**src/rtl/dbg_run_pkg.sv**
```systemverilog
// Shared encodings for the debug run controller: FSM states, host opcodes, halt causes.
// Pure declarations; no latency or flow control of its own.
package dbg_run_pkg;

  typedef enum logic [2:0] {
    ST_RESET = 3'd0,
    ST_IDLE  = 3'd1,
    ST_RUN   = 3'd2,
    ST_STEP  = 3'd3,
    ST_DONE  = 3'd4,
    ST_DUMP  = 3'd5
  } state_t;

  localparam logic [2:0] OP_NOP   = 3'd0;
  localparam logic [2:0] OP_RESET = 3'd1;
  localparam logic [2:0] OP_RUN   = 3'd2;
  localparam logic [2:0] OP_STEP  = 3'd3;
  localparam logic [2:0] OP_HALT  = 3'd4;
  localparam logic [2:0] OP_DUMP  = 3'd5;
  localparam logic [2:0] OP_SETBP = 3'd6;

  localparam logic [1:0] CAUSE_HOST = 2'd0;
  localparam logic [1:0] CAUSE_STEP = 2'd1;
  localparam logic [1:0] CAUSE_OV   = 2'd2;
  localparam logic [1:0] CAUSE_BP   = 2'd3;

  function automatic logic is_active(state_t s);
    return (s == ST_RUN) || (s == ST_STEP);
  endfunction

endpackage

```
**src/rtl/dbg_run_ctrl_if.sv**
```systemverilog
// Host-side bundle: command handshake (valid/ready) and register dump stream (valid/ready).
// Wires only; the controller is the slave on both channels.
interface dbg_run_ctrl_if;
  logic        cmd_valid_i;
  logic        cmd_ready_o;
  logic [2:0]  cmd_i;
  logic [31:0] cmd_arg_i;
  logic        dump_valid_o;
  logic        dump_ready_i;
  logic [31:0] dump_data_o;

  modport slave  (input  cmd_valid_i, cmd_i, cmd_arg_i, dump_ready_i,
                  output cmd_ready_o, dump_valid_o, dump_data_o);
  modport master (output cmd_valid_i, cmd_i, cmd_arg_i, dump_ready_i,
                  input  cmd_ready_o, dump_valid_o, dump_data_o);
endinterface

```
**src/rtl/dbg_reg_dump.sv**
```systemverilog
// Register-file dump streamer: sweeps addresses 0..NREG-1 after a start pulse, pulses done on the last handshake.
// Data registered one cycle after each address update; word held until dump_ready_i, one idle cycle between words.
module dbg_reg_dump #(
  parameter int NREG = 32
) (
  input  logic        clk_i,
  input  logic        rst_n,
  input  logic        start_i,
  output logic        done_o,
  output logic [4:0]  reg_addr_o,
  input  logic [31:0] reg_rdata_i,
  output logic        dump_valid_o,
  input  logic        dump_ready_i,
  output logic [31:0] dump_data_o
);
  logic        busy_q, busy_d;
  logic        valid_q, valid_d;
  logic [4:0]  addr_q, addr_d;
  logic [31:0] data_q, data_d;
  logic        hs, last;

  assign hs   = valid_q & dump_ready_i;
  assign last = (addr_q == 5'(NREG - 1));

  always_comb begin
    busy_d  = busy_q;
    valid_d = valid_q;
    addr_d  = addr_q;
    data_d  = data_q;
    if (start_i) begin
      busy_d  = 1'b1;
      valid_d = 1'b0;
      addr_d  = '0;
    end else if (hs) begin
      valid_d = 1'b0;
      if (last) begin
        busy_d = 1'b0;
        addr_d = '0;
      end else begin
        addr_d = addr_q + 5'd1;
      end
    end else if (busy_q && !valid_q) begin
      // address has been stable for a full cycle, so the async read has settled
      valid_d = 1'b1;
      data_d  = reg_rdata_i;
    end
  end

  always_ff @(posedge clk_i or negedge rst_n) begin
    if (!rst_n) begin
      busy_q  <= 1'b0;
      valid_q <= 1'b0;
      addr_q  <= '0;
      data_q  <= '0;
    end else begin
      busy_q  <= busy_d;
      valid_q <= valid_d;
      addr_q  <= addr_d;
      data_q  <= data_d;
    end
  end

  assign done_o       = hs & last;
  assign reg_addr_o   = addr_q;
  assign dump_valid_o = valid_q;
  assign dump_data_o  = data_q;
endmodule

```
**src/rtl/dbg_run_ctrl.sv**
```systemverilog
// Debug run controller: core reset/run/step/halt and regfile dump; breakpoint via DBG_RUN_CTRL_BREAKPOINT_EN.
// Run enable is combinational from state, pc_ov_i and breakpoint match; cmd_ready_o low in RESET and DUMP.
module dbg_run_ctrl
  import dbg_run_pkg::*;
#(
  parameter int NREG    = 32,
  parameter int RST_CYC = 4
) (
  input  logic               clk_i,
  input  logic               rst_n,
  dbg_run_ctrl_if.slave      host,
  input  logic [31:0]        pc_i,
  input  logic               pc_ov_i,
  output logic               proc_run_en_o,
  output logic               proc_reset_o,
  output logic [4:0]         reg_addr_o,
  input  logic [31:0]        reg_rdata_i,
  output logic [2:0]         state_o,
  output logic [1:0]         halt_cause_o
);
  state_t      state_q, state_d, ret_q, ret_d;
  logic [7:0]  rst_cnt_q, rst_cnt_d;
  logic [31:0] step_cnt_q, step_cnt_d;
  logic [1:0]  cause_q, cause_d;
  logic        cmd_rdy, cmd_acc, run_en, bp_hit, dump_start, dump_done;

  assign cmd_acc = host.cmd_valid_i & cmd_rdy;

`ifdef DBG_RUN_CTRL_BREAKPOINT_EN
  logic [29:0] bp_addr_q;
  logic        bp_valid_q, run_prev_q;

  always_ff @(posedge clk_i or negedge rst_n) begin
    if (!rst_n) begin
      bp_addr_q  <= '0;
      bp_valid_q <= 1'b0;
      run_prev_q <= 1'b0;
    end else begin
      run_prev_q <= is_active(state_q);
      if (cmd_acc && host.cmd_i == OP_SETBP &&
          (state_q == ST_IDLE || state_q == ST_DONE)) begin
        bp_valid_q <= 1'b1;
        bp_addr_q  <= host.cmd_arg_i[31:2];
      end
    end
  end

  // run_prev_q masks the entry cycle so a resume from the breakpoint PC can advance
  assign bp_hit = bp_valid_q & run_prev_q & is_active(state_q) & (pc_i[31:2] == bp_addr_q);
`else
  logic unused_pc;
  assign unused_pc = ^pc_i;
  assign bp_hit    = 1'b0;
`endif

  always_ff @(posedge clk_i or negedge rst_n) begin
    if (!rst_n) begin
      state_q    <= ST_RESET;
      ret_q      <= ST_IDLE;
      rst_cnt_q  <= '0;
      step_cnt_q <= '0;
      cause_q    <= CAUSE_HOST;
    end else begin
      state_q    <= state_d;
      ret_q      <= ret_d;
      rst_cnt_q  <= rst_cnt_d;
      step_cnt_q <= step_cnt_d;
      cause_q    <= cause_d;
    end
  end

  always_comb begin
    state_d    = state_q;
    ret_d      = ret_q;
    rst_cnt_d  = '0;
    step_cnt_d = step_cnt_q;
    cause_d    = cause_q;
    dump_start = 1'b0;
    case (state_q)
      ST_RESET: begin
        cause_d = CAUSE_HOST;
        if (rst_cnt_q == 8'(RST_CYC - 1)) state_d = ST_IDLE;
        else                              rst_cnt_d = rst_cnt_q + 8'd1;
      end
      ST_IDLE, ST_DONE: begin
        if (cmd_acc) begin
          case (host.cmd_i)
            OP_RESET: begin
              state_d = ST_RESET;
              cause_d = CAUSE_HOST;
            end
            OP_RUN:  state_d = ST_RUN;
            OP_STEP: begin
              state_d    = ST_STEP;
              step_cnt_d = (host.cmd_arg_i == 32'd0) ? 32'd1 : host.cmd_arg_i;
            end
            OP_DUMP: begin
              state_d    = ST_DUMP;
              ret_d      = state_q;
              dump_start = 1'b1;
            end
            default: ;
          endcase
        end
      end
      ST_RUN, ST_STEP: begin
        // pc_ov_i outranks breakpoint, host commands and step expiry
        if (pc_ov_i) begin
          state_d = ST_DONE;
          cause_d = CAUSE_OV;
        end else if (bp_hit) begin
          state_d = ST_IDLE;
          cause_d = CAUSE_BP;
        end else if (cmd_acc && host.cmd_i == OP_HALT) begin
          state_d = ST_IDLE;
          cause_d = CAUSE_HOST;
        end else if (cmd_acc && host.cmd_i == OP_RESET) begin
          state_d = ST_RESET;
          cause_d = CAUSE_HOST;
        end else if (state_q == ST_STEP && run_en) begin
          step_cnt_d = step_cnt_q - 32'd1;
          if (step_cnt_q == 32'd1) begin
            state_d = ST_IDLE;
            cause_d = CAUSE_STEP;
          end
        end
      end
      ST_DUMP: if (dump_done) state_d = ret_q;
      default: state_d = ST_RESET;
    endcase
  end

  always_comb begin
    run_en       = is_active(state_q) & ~pc_ov_i & ~bp_hit;
    proc_reset_o = (state_q == ST_RESET);
    cmd_rdy      = (state_q != ST_RESET) && (state_q != ST_DUMP);
  end

  dbg_reg_dump #(.NREG(NREG)) u_dump (
    .clk_i        (clk_i),
    .rst_n        (rst_n),
    .start_i      (dump_start),
    .done_o       (dump_done),
    .reg_addr_o   (reg_addr_o),
    .reg_rdata_i  (reg_rdata_i),
    .dump_valid_o (host.dump_valid_o),
    .dump_ready_i (host.dump_ready_i),
    .dump_data_o  (host.dump_data_o)
  );

  assign host.cmd_ready_o = cmd_rdy;
  assign proc_run_en_o    = run_en;
  assign state_o          = state_q;
  assign halt_cause_o     = cause_q;
endmodule
```
**src/flat_wrapper.sv**
```systemverilog
// flat-port wrapper written by rule: the top's interface ports become plain ports
module dbg_run_ctrl_flat import dbg_run_pkg::*;
#(
  parameter int NREG    = 32,
  parameter int RST_CYC = 4
)
  (clk_i, rst_n, pc_i, pc_ov_i, proc_run_en_o, proc_reset_o, reg_addr_o, reg_rdata_i, state_o, halt_cause_o, host_cmd_valid_i, host_cmd_i, host_cmd_arg_i, host_dump_ready_i, host_cmd_ready_o, host_dump_valid_o, host_dump_data_o);
  dbg_run_ctrl_if host_i ();
  input  logic clk_i;
  input  logic rst_n;
  input  logic [31:0] pc_i;
  input  logic pc_ov_i;
  output logic proc_run_en_o;
  output logic proc_reset_o;
  output logic [4:0] reg_addr_o;
  input  logic [31:0] reg_rdata_i;
  output logic [2:0] state_o;
  output logic [1:0] halt_cause_o;
  input wire logic [$bits(host_i.cmd_valid_i)-1:0] host_cmd_valid_i;
  input wire logic [$bits(host_i.cmd_i)-1:0] host_cmd_i;
  input wire logic [$bits(host_i.cmd_arg_i)-1:0] host_cmd_arg_i;
  input wire logic [$bits(host_i.dump_ready_i)-1:0] host_dump_ready_i;
  output wire logic [$bits(host_i.cmd_ready_o)-1:0] host_cmd_ready_o;
  output wire logic [$bits(host_i.dump_valid_o)-1:0] host_dump_valid_o;
  output wire logic [$bits(host_i.dump_data_o)-1:0] host_dump_data_o;
  assign host_i.cmd_valid_i = host_cmd_valid_i;
  assign host_i.cmd_i = host_cmd_i;
  assign host_i.cmd_arg_i = host_cmd_arg_i;
  assign host_i.dump_ready_i = host_dump_ready_i;
  assign host_cmd_ready_o = host_i.cmd_ready_o;
  assign host_dump_valid_o = host_i.dump_valid_o;
  assign host_dump_data_o = host_i.dump_data_o;
  dbg_run_ctrl #(.NREG(NREG), .RST_CYC(RST_CYC)) u_core (.clk_i(clk_i), .rst_n(rst_n), .host(host_i), .pc_i(pc_i), .pc_ov_i(pc_ov_i), .proc_run_en_o(proc_run_en_o), .proc_reset_o(proc_reset_o), .reg_addr_o(reg_addr_o), .reg_rdata_i(reg_rdata_i), .state_o(state_o), .halt_cause_o(halt_cause_o));
endmodule
```
**config.mk**
```make
export PLATFORM = sky130hd
export DESIGN_NAME = dbg_run_ctrl_flat
export DESIGN_NICKNAME = d
export VERILOG_FILES = /design/src/rtl/dbg_run_pkg.sv /design/src/rtl/dbg_run_ctrl_if.sv /design/src/rtl/dbg_reg_dump.sv /design/src/rtl/dbg_run_ctrl.sv /design/src/flat_wrapper.sv
export SDC_FILE = /design/constraint.sdc
export NUM_CORES = 1
export LEC_CHECK = 0
export ABC_AREA = 0
export CAP_MARGIN = 0
export CORE_MARGIN = 2
export CORE_UTILIZATION = 35
export CTS_CLUSTER_DIAMETER = 200
export DETAILED_ROUTE_END_ITERATION = 8
export PLACE_DENSITY = 0.69
export SYNTH_ARGS = -nofsm -noshare
export SYNTH_HDL_FRONTEND = slang
export SYNTH_HIERARCHICAL = 1
export SYNTH_SLANG_ARGS = --single-unit
```
**constraint.sdc**
```tcl
create_clock -name clk_i -period 2.95 [get_ports clk_i]
set_input_delay 0.59 -clock clk_i [delete_from_list [all_inputs] [get_ports clk_i]]
set_output_delay 0.59 -clock clk_i [all_outputs]
set_load 0.02 [all_outputs]
```
### Word level (Yosys, flattened, before mapping)

Cells that the tools add are included.

| storage, ports and cells | value |
|---|---|
| register bits | 87 |
| input port bits | 104 |
| output and inout bits | 46 |
| logic and storage cells | 108 |

| operators by class | value |
|---|---|
| $add $sub $neg | 3 |
| equal/unequal tests | 26 |
| multiplexer cells | 40 |
| bitwise logic cells | 7 |
| reduce and logical (&&, ||, !) cells | 23 |

Operator list:

| operator | count |
|---|---|
| $mux 32 | 7 |
| $pmux 32 s2 | 1 |
| $eq 32x1->1 const B | 1 |
| $logic_not 32->1 | 1 |
| $sub 32x1->32 const B | 1 |
| $mux 3 | 8 |
| $pmux 3 s4 | 2 |
| $mux 8 | 2 |
| $mux 5 | 3 |
| $mux 2 | 7 |
| $eq 3x2->1 const B | 4 |
| $eq 3x3->1 const B | 4 |
| $ne 2x1->1 const B | 5 |
| $ne 5x2->1 const B | 2 |
| $mux 1 | 9 |
| $reduce_bool 3->1 | 3 |
| $add 8x1->8 const B | 1 |
| $eq 8x2->1 const B | 1 |
| $ne 2x2->1 const B | 4 |
| $reduce_and 7->1 | 1 |
| $eq 3x1->1 const B | 2 |
| $pmux 2 s3 | 1 |
| $reduce_and 3->1 | 2 |
| $reduce_and 6->1 | 1 |
| 14 further kinds | 26 |

### Longest topological paths before layout

Gate-level depths: netlist of the first run.

| logic depth | value |
|---|---|
| depth in word-level cells | 9 |
| mapped depth | 8 |

### Modules after synthesis

The synthesis of the first run kept the hierarchy.

Modules (own cells, without submodules):

| module | times used | cells each | area an instance (µm²) |
|---|---|---|---|
| dbg_run_ctrl | 1 | 377 | 3165.5 |
| dbg_reg_dump | 1 | 103 | 1535.2 |

### Worst setup path after synthesis of the first run

No wires, ideal clock.

| timing path | value |
|---|---|
| path type | reg-to-reg |
| from | reg u_core.rst_cnt_q[0] |
| to | reg u_core.state_q[0] (netlist: u_core/state_o[0]) |
| setup time | 0.125 ns |
| arrival | 2.302 ns |
| required time | 2.825 ns |
| setup slack | 0.523 ns |
| cell stages (with the launch flop) | 7 |
| cells stage by stage | dfrtp_1 > ha_1 > or4b_1 > o41ai_2 > o41ai_1 > and2b_1 > mux2_2 |

| on the way | value |
|---|---|
| cells in the longest elaborated chain, start to end | 3 |

RTL lines:

| element | RTL line | text |
|---|---|---|
| start, declared | dbg_run_ctrl.sv:22 | `logic [7:0] rst_cnt_q, rst_cnt_d;` |
| start signal, assigned | dbg_run_ctrl.sv:66 | `rst_cnt_q <= rst_cnt_d;` |
| $eq 8x2->1 | dbg_run_ctrl.sv:82 | `if (rst_cnt_q == 8'(RST_CYC - 1)) state_d = ST_IDLE;` |
| $ne 2x1->1 (no line) | n/a |  |
| $reduce_and 6->1 (no line) | n/a |  |
| end signal, assigned | dbg_run_ctrl.sv:64 | `state_q <= state_d;` |
| end, declared | dbg_run_ctrl.sv:21 | `state_t state_q, state_d, ret_q, ret_d;` |

No other way between the ends.
A chain may end at the register's enable or synchronous reset.

### Worst setup path in the final report of the first run

| timing path | value |
|---|---|
| from | reg u_core.state_q[0] (netlist: u_core/state_o[0]) |
| to | out host_cmd_ready_o |

| on the way | value |
|---|---|
| cells in the longest elaborated chain, start to end | 2 |

RTL lines:

| element | RTL line | text |
|---|---|---|
| $ne 3x3->1 / $reduce_bool 3->1 (equally long branches) | dbg_run_ctrl.sv:136 | `cmd_rdy = (state_q != ST_RESET) && (state_q != ST_DUMP);` |
| $logic_and 1x1->1 * | dbg_run_ctrl.sv:136 |  |
| end, declared | flat_wrapper.sv:23 | `output wire logic [$bits(host_i.cmd_ready_o)-1:0] host_cmd_ready_o;` |

Mark *: on every way between the ends. The rest lies on a longest branch, timed or not.

==> impl_summary.md, run 1 <==
Timing
The clock tree skew after final layout is roughly 0.009 ns. The worst-margin pin slew is 0.575 ns. The accumulated negative setup slack is 0 ns. The smallest setup slack after layout is between 0.3 and 0.4 ns. Setup repair after global routing left no endpoint under its margin. The count of final hold-check violations was 0. The maximum achievable frequency is 380 MHz. The count of final max-slew check failures came to 0. The time the final worst path needs with I/O delays and setup is between 2 and 3 ns.

The period utilization is ~89%. Setup violations remaining at the end of the flow were counted as 0. In this run the tightest slew margin relative to its limit is 61.7%.

Synthesis
Synthesis handed over a netlist of 480 instances. The count of synthesis-stage warnings from yosys is 6. The leading area contributor after synthesis is sky130_fd_sc_hd__dfrtp_1. The fraction of synthesized cell area taken by the top area cell type is a little under half. The predominant post-synthesis flop cell is sky130_fd_sc_hd__dfrtp_1.

The share of the Yosys chip area taken by registers is a little under half. By area the synthesized netlist is led by sky130_fd_sc_hd__dfrtp_1, sky130_fd_sc_hd__mux2_2, sky130_fd_sc_hd__a21oi_1. In this run the mean area of a mapped cell was between 9 and 10 µm². The number of nets in the synthesized netlist is 589. After synthesis the cells add up to roughly 4700 µm². Of all flip-flops after synthesis, the portion carrying an async set or reset was 100%.

Yosys mapped the design onto 65 distinct sky130hd cell types. In this run, synthesis produced a sequential element count of slightly below 90. The synthesized design contains 0 enable-type register cells.

Clock network
The later pin in the worst-skew pair is clocked with a latency of around 0.34 ns. The number of buffers on the longest clock path is 2. The number of clock buffers inserted by TritonCTS is 9. The tree is rooted in a sky130_fd_sc_hd__clkbuf_16.

TritonCTS built the clock tree. Hold repair after CTS inserted 0 buffers. The H-tree was split into 3 levels.

Once the clock tree was built, the setup fixing pass inserted 0 buffers. The number of gates resized after CTS is 0. The clock net sink count is slightly below 90.

Clock-pin slew was measured on the worst setup and hold paths at around 0.07 ns.

Setup path
The maximum fanout along the worst path is 18. The worst setup path is captured at an output port. The worst register-to-register path has a depth of 5. The kind of start point of the critical path is a register. The critical path is of the reg2out type.

The data required time of the critical path is between 2 and 2.5 ns. The endpoint arrival time on the critical path is 2.04 ns.

Placement
During placement, the flow inserted port buffers numbering between 100 and 150. Detailed placement ended at an HPWL of 8970 µm. At the end of routability-driven placement, the weighted congestion stood at approximately 0.85. The worst setup slack before clock tree synthesis is ~0.3 ns.

Power
The share of power burned in registers is a little over a third. The switching part of the total power is between 30 and 40%. The combinational fraction of design power is 39.6%. In this run the power spent charging and discharging nets is 2040 µW. The share of total power dissipated in the clock network is 23.9%. The power density over the cells is slightly below 900 nW/µm². Internal power comes to approximately 3600 µW.

Across the VDD grid, the largest voltage drop is 0.000401 V. In this run the static leakage power is between 0.002 and 0.003 µW.

Finish
The final-layout fill cell count is approximately 1200. Cells with a size suffix above 1 make up around 15% of the layout. The repair_antennas step left the layout with diodes totalling 0.

The layout net count is around 700. The share of the core filled with cells in the final layout is 49.0%. The area growth from synthesis to layout is 37.4%.

Status
The run finished with clean final reports.

Job
The tool flagged a number of max-cap violations equal to 0.

Die
The total die area is around 14000 µm². The placement row count is 42. During I/O placement, the number of pins put on the boundary was 150. The floorplan step set the die width to between 100 and 150 µm. The standard cell core area is approximately 13000 µm². The floorplan step set the die height to between 100 and 150 µm. The effective utilization at floorplan is 35.6%.

Global routing
The total overflow left after global routing is 0. The maximum number of pins on one net before global-route repair is between 40 and 50. The global-route wire length before repair is ~21000 µm. Global routing used ~18% of the available tracks. The via count of the first global-routing pass is between 4000 and 5000. The initial antenna violation count is 0.

Routing
The final routed wire length divided by cell count is roughly 16 µm. The detailed router placed ~4200 vias in this run. The wire length reported by the detailed router is about 13000 µm. After the first detailed-routing iteration, the DRC count stood at about 250. The number of iterations in the first detailed-routing pass is 6. The number of routed nets with antenna violations is 0.

After detailed routing, the number of remaining DRC violations is 0. The average vias per placed instance is between 5 and 6.

Worst hold path
The tightest min-delay check is of the in2async type.
## cell usage after synthesis, types with 6 or more instances
cell type	n
sky130_fd_sc_hd__a21oi_1	33
sky130_fd_sc_hd__a22oi_1	8
sky130_fd_sc_hd__a31oi_1	12
sky130_fd_sc_hd__and3_1	6
sky130_fd_sc_hd__clkbuf_1	20
sky130_fd_sc_hd__dfrtp_1	86
sky130_fd_sc_hd__inv_1	8
sky130_fd_sc_hd__mux2_2	35
sky130_fd_sc_hd__nand2_1	28
sky130_fd_sc_hd__nand2b_1	7
sky130_fd_sc_hd__nand3_1	14
sky130_fd_sc_hd__nor2_1	42
sky130_fd_sc_hd__nor3_1	20
sky130_fd_sc_hd__nor4_1	15
sky130_fd_sc_hd__o21ai_0	25
sky130_fd_sc_hd__o22a_1	6
sky130_fd_sc_hd__xor2_1	7
## metal layers
layer | track usage [%] | vias to the layer above | wire, µm
met5 | 0 | - | 0
li1 | - | 2005 | -
met2 | 28.0 | 150 | 5760
met3 | 4.75 | 25 | 782
met4 | 9.56 | 0 | 351
met1 | 23.7 | 2037 | 5620
## power groups by stage
stage          clock, µW  combinational (µW)  sequential, µW
2_1_floorplan          0                1200            2170
3_3_place_gp           0                2190            2040
3_5_place_dp           0                2230            2070
4_1_cts             1390                2250            2060
5_1_grt             1440                2440            2140
6_report            1350                2230            2060
## path summary, 6_finish.rpt
path	from	to	slack, ns
worst max register to register	u_core/step_cnt_q[4]	u_core/step_cnt_q[23]	0.48
min in group clk_i	u_core/rst_cnt_q[0]	u_core/rst_cnt_q[0]	0.50
max in group asynchronous	rst_n	u_core/u_dump/dump_data_o[30]	2.07
worst min-delay path	rst_n	u_core/step_cnt_q[11]	0.22
worst min register to register	u_core/rst_cnt_q[0]	u_core/rst_cnt_q[0]	0.50
worst max-delay path	u_core/state_o[0]	host_cmd_ready_o	0.32
## through the flow
| step | instance area [µm²] | hold WS (ns) | std cells | total power [µW] |
|---|---|---|---|---|
| 2_1_floorplan | 4700 | 0.294 | 480 | 3370 |
| 3_3_place_gp | 6100 | 0.487 | 755 | 4220 |
| 3_5_place_dp | 6100 | 0.493 | 755 | 4300 |
| 4_1_cts | 6460 | 0.232 | 771 | 5690 |
| 5_1_grt | 6460 | 0.260 | 771 | 6010 |
| 6_report | 6460 | 0.222 | 771 | 5640 |
## kinds of logic after synthesis
family,share of synthesized area [%]
and+or+nand+nor,20.9
AOI/OAI and AO/OA,17.4
DFF,46.3
buffers and inverters,3.57
muxes,8.81
xor gates and xnor gates,1.68
adders and majority gates,1.33
## critical path, stage by stage (launching register included)
cell	delay, ns
sky130_fd_sc_hd__dfrtp_1	0.57
sky130_fd_sc_hd__xnor2_1	0.42
sky130_fd_sc_hd__nand2b_1	0.15
sky130_fd_sc_hd__clkdlybuf4s50_1	0.57
## flip-flops by register name, indices dropped and copies added (netlist names)
| name | cells |
|---|---|
| u_core/step_cnt_q | 32 |
| u_core/u_dump/dump_data_o | 32 |
| u_core/rst_cnt_q | 8 |
| u_core/u_dump/reg_addr_o | 5 |
| u_core/ret_q | 3 |
| u_core/state_o | 3 |
| u_core/halt_cause_o | 2 |
| u_core/u_dump/busy_q | 1 |
| u_core/u_dump/dump_valid_o | 1 |
## placed cells by master (no fill, tap or decap), types with 4 or more instances in the layout
| cell type | n |
|---|---|
| sky130_fd_sc_hd__xor2_1 | 7 |
| sky130_fd_sc_hd__mux2_2 | 35 |
| sky130_fd_sc_hd__o221ai_1 | 4 |
| sky130_fd_sc_hd__clkdlybuf4s50_1 | 116 |
| sky130_fd_sc_hd__or4_1 | 5 |
| sky130_fd_sc_hd__nand3_1 | 14 |
| sky130_fd_sc_hd__buf_4 | 10 |
| sky130_fd_sc_hd__ha_1 | 5 |
| sky130_fd_sc_hd__o22a_1 | 6 |
| sky130_fd_sc_hd__nand2_1 | 28 |
| sky130_fd_sc_hd__a31oi_1 | 11 |
| sky130_fd_sc_hd__nand4_1 | 4 |
| sky130_fd_sc_hd__a22oi_1 | 8 |
| sky130_fd_sc_hd__nor2b_1 | 4 |
| sky130_fd_sc_hd__clkbuf_16 | 9 |
| sky130_fd_sc_hd__o2bb2ai_1 | 4 |
| sky130_fd_sc_hd__nand2b_1 | 7 |
| sky130_fd_sc_hd__inv_1 | 8 |
| sky130_fd_sc_hd__a21oi_1 | 33 |
| sky130_fd_sc_hd__nor2_1 | 42 |
| sky130_fd_sc_hd__dfrtp_1 | 86 |
| sky130_fd_sc_hd__nor4_1 | 14 |
| sky130_fd_sc_hd__or2_2 | 5 |
| sky130_fd_sc_hd__and3_1 | 6 |
| sky130_fd_sc_hd__nor3_1 | 20 |
| sky130_fd_sc_hd__o21ai_0 | 25 |
| sky130_fd_sc_hd__or4_4 | 4 |
| sky130_fd_sc_hd__or3_1 | 5 |
## final cells by class
type / instances / area [µm²] / share of cell area (%)
repair buffers: 129 / 1300 / 20.1
flip-flops and latches: 87 / 2180 / 33.7
multi-input cells: 355 / 2380 / 36.8
inverters: 8 / 30.0 / 0.465
well taps: 176 / 220 / 3.41
clock buffers: 11 / 253 / 3.91
clock inverters: 5 / 104 / 1.61
(Power assumes the default switching activity.)
==> run 2: changes to the inputs <==
--- a/config.mk
+++ b/config.mk
@@ -7,6 +7,7 @@
 export LEC_CHECK = 0
 export ABC_AREA = 0
 export CAP_MARGIN = 0
+export CORE_ASPECT_RATIO = 1.25
 export CORE_MARGIN = 2
 export CORE_UTILIZATION = 35
 export CTS_CLUSTER_DIAMETER = 200
==> run 2 against run 1 <==
  * Final cell count down 0.39%
  * Hold slack gained 0.010 ns
  * Critical path depth up 1
  * Clock skew hardly changed
  * Highest routed layer is now met5
  * Critical endpoint is now proc_run_en_o
  * Wire length rose by 1.5%
  * Combinational power rose by 2%
  * Final area down 1.1%
  * Count of clock-buffer cells in the layout rose by 2
==> impl_summary.md, run 2 (synthesized netlist as in run 1, its figures left out) <==
Finish
The leading cell type in the layout, fill and taps excluded is sky130_fd_sc_hd__clkdlybuf4s50_1 (unchanged). Commonest non-fill, non-tap cells in the layout: sky130_fd_sc_hd__clkdlybuf4s50_1, sky130_fd_sc_hd__dfrtp_1, sky130_fd_sc_hd__nor2_1 (unchanged). The number of antenna repair diodes is 0 (unchanged). The area growth from synthesis to layout is 35.8% (was 37.4%). The final cell area excluding filler cells was 6380 µm² (was 6460 µm²). The proportion of layout cells with a drive suffix above 1 is 14.9% (was 14.8%). The layout net count is 701 (was 699).

Setup path
The setup slack of the most critical reg-to-reg path is 0.48 ns (about the same). The cell count of the worst reg-to-reg path is 5 (unchanged). The endpoint arrival time on the critical path was 1.99 ns (was 2.04 ns).

The capturing point of the worst reg2reg path is u_core/state_o[2] (was u_core/step_cnt_q[23]). The data required time of the critical path is 2.36 ns (about the same). The kind of start point of the critical path is an input pin (was register). The kind of critical path is in2out (was reg2out). The sort of element at the end of the critical path is an output port (unchanged). The maximum fanout along the worst path is 5 (was 18). The origin of the critical flop-to-flop path is u_core/step_cnt_q[18] (was u_core/step_cnt_q[4]).

Placement
The half-perimeter wire length after detailed placement was 9210 µm (was 8970 µm). The final RePlAce weighted congestion came to 0.868 (was 0.845). The worst setup slack before clock tree synthesis is 0.240 ns (was 0.297 ns). The number of buffers added on ports came to 117 (unchanged). The placed instance area came to 6100 µm² (about the same).

Global routing
The initial antenna violation count is 1 (was 0). The global-route wire length before repair is 21400 µm (was 21100 µm). The total routing resource utilization after global routing came to 18.3% (about the same). The maximum number of pins on one net before global-route repair is 49 (unchanged).

The leftover overflow at the end of global routing came to 0 (unchanged). The via count of the first global-routing pass was 4479 (was 4351).

Routing
The number of routed nets with antenna violations was 0 (unchanged). The average vias per placed instance came to 5.60 (was 5.47). The total number of vias is 4303 (was 4217).

The wire length reported by the detailed router is 12700 µm (was 12500 µm). The final routed wire length divided by cell count is 16.5 µm (was 16.2 µm). The post-detailed-route DRC marker count is 0 (unchanged). The number of iterations in the first detailed-routing pass is 5 (was 6). The initial detailed-routing violation count is 220 (was 253).

Timing
The relative slew slack came to 60.1% (was 61.7%). The count of final hold-check violations is 0 (unchanged). The smallest setup slack after layout is 0.375 ns (was 0.315 ns). The worst-margin pin slew is 0.598 ns (was 0.575 ns).

The clock tree skew after final layout is 0.00885 ns (was 0.00901 ns). The period utilization is 87.3% (was 89.3%). The worst hold slack after final layout is 0.232 ns (was 0.222 ns). The time the final worst path needs with I/O delays and setup was 2.58 ns (was 2.63 ns). The accumulated negative setup slack is 0 ns (unchanged).

The total setup violations reported at the end of the flow is 0 (unchanged). The count of final max-slew check failures is 0 (unchanged). Setup repair after global routing missed its margin: no (unchanged).

The maximum achievable frequency is 388 MHz (was 380 MHz).

Clock network
The number of buffers on the longest clock path is 2 (unchanged). The clock latency of the later-clocked register in the worst-skew pair is 0.34 ns (about the same). The post-CTS setup repair buffer count is 0 (unchanged). The number of levels in the clock H-tree came to 3 (unchanged). The post-CTS clock slew at the launch and capture registers of the worst setup and hold paths was 0.06 ns (was 0.07 ns). The number of gates resized after CTS came to 0 (unchanged). The CTS tree was yes (unchanged). The master cell of the clock root buffer is sky130_fd_sc_hd__clkbuf_16 (unchanged).

The cts-stage hold buffer count is 0 (unchanged). The clock net sink count came to 87 (unchanged). The number of clock buffers inserted by TritonCTS is 9 (unchanged).

Die
The width of the chip is 108 µm (was 120 µm). The vertical die dimension was 134 µm (was 120 µm). The placement row count was 47 (was 42).

The effective utilization at floorplan was 35.7% (was 35.6%). The count of pins on the block boundary is 150 (unchanged). The total die area is 14400 µm² (about the same). The standard cell core area is 13200 µm² (about the same).

Power
The maximum vdd drop is 0.000389 V (was 0.000401 V). The power density over the cells came to 844 nW/µm² (was 874 nW/µm²). The leakage power total came to 0.00249 µW (was 0.00252 µW).

Worst hold path
The worst hold path class is in2async (unchanged).

Status
Status: completed (unchanged).

Job
The reported max-cap violation count is 0 (unchanged).
-- run 2: per-layer routing --
| metal | GRT usage (%) | vias to the layer above | wire (µm) |
|---|---|---|---|
| li1 | - | 2024 | - |
| met1 | 22.1 | 2116 | 5080 |
| met2 | 30.0 | 138 | 6480 |
| met3 | 5.82 | 23 | 899 |
| met4 | 7.62 | 2 | 227 |
| met5 | 0 | - | 13 |
-- run 2: report_power, final --
part / leakage [µW] / total (µW) / switching (µW) / internal [µW]
clock network: 0.000142 / 1080 / 441 / 637
logic: 0.00131 / 2270 / 1170 / 1100
registers: 0.00104 / 2040 / 414 / 1630
-- run 2: final cells by class --
cell class	count	area, µm²
fill	1216	6790
timing repair buffer	131	1300
inverter	8	30.0
tap	171	214
sequential	87	2180
clock buffer	13	270
multi-input combinational	355	2380
clock inverter	3	17.5
-- run 2: worst max path at each step --
stage	startpoint	end	slack (ns)
after global placement	pc_ov_i	u_core/state_o[0]	0.32
after detailed placement	host_cmd_i[1]	u_core/u_dump/dump_data_o[2]	0.24
final	pc_ov_i	proc_run_en_o	0.37
after CTS	pc_ov_i	proc_run_en_o	0.35
after floorplan	u_core/rst_cnt_q[0]	u_core/state_o[0]	0.52
after global routing	u_core/state_o[2]	proc_reset_o	0.31
-- run 2: worst max-delay path, stage by stage --
cell                              delay, ns
sky130_fd_sc_hd__clkdlybuf4s50_1       0.43
sky130_fd_sc_hd__buf_4                 0.17
sky130_fd_sc_hd__nor2_1                0.17
sky130_fd_sc_hd__clkdlybuf4s50_1       0.63
-- run 2: through the flow --
step / utilization, % / power [µW] / instances
after global routing: 48.5 / 5750 / 768
after global placement: 46.3 / 4230 / 752
after detailed placement: 46.3 / 4320 / 752
final: 48.5 / 5390 / 768
after CTS: 48.5 / 5440 / 768
after floorplan: - / 3370 / 480
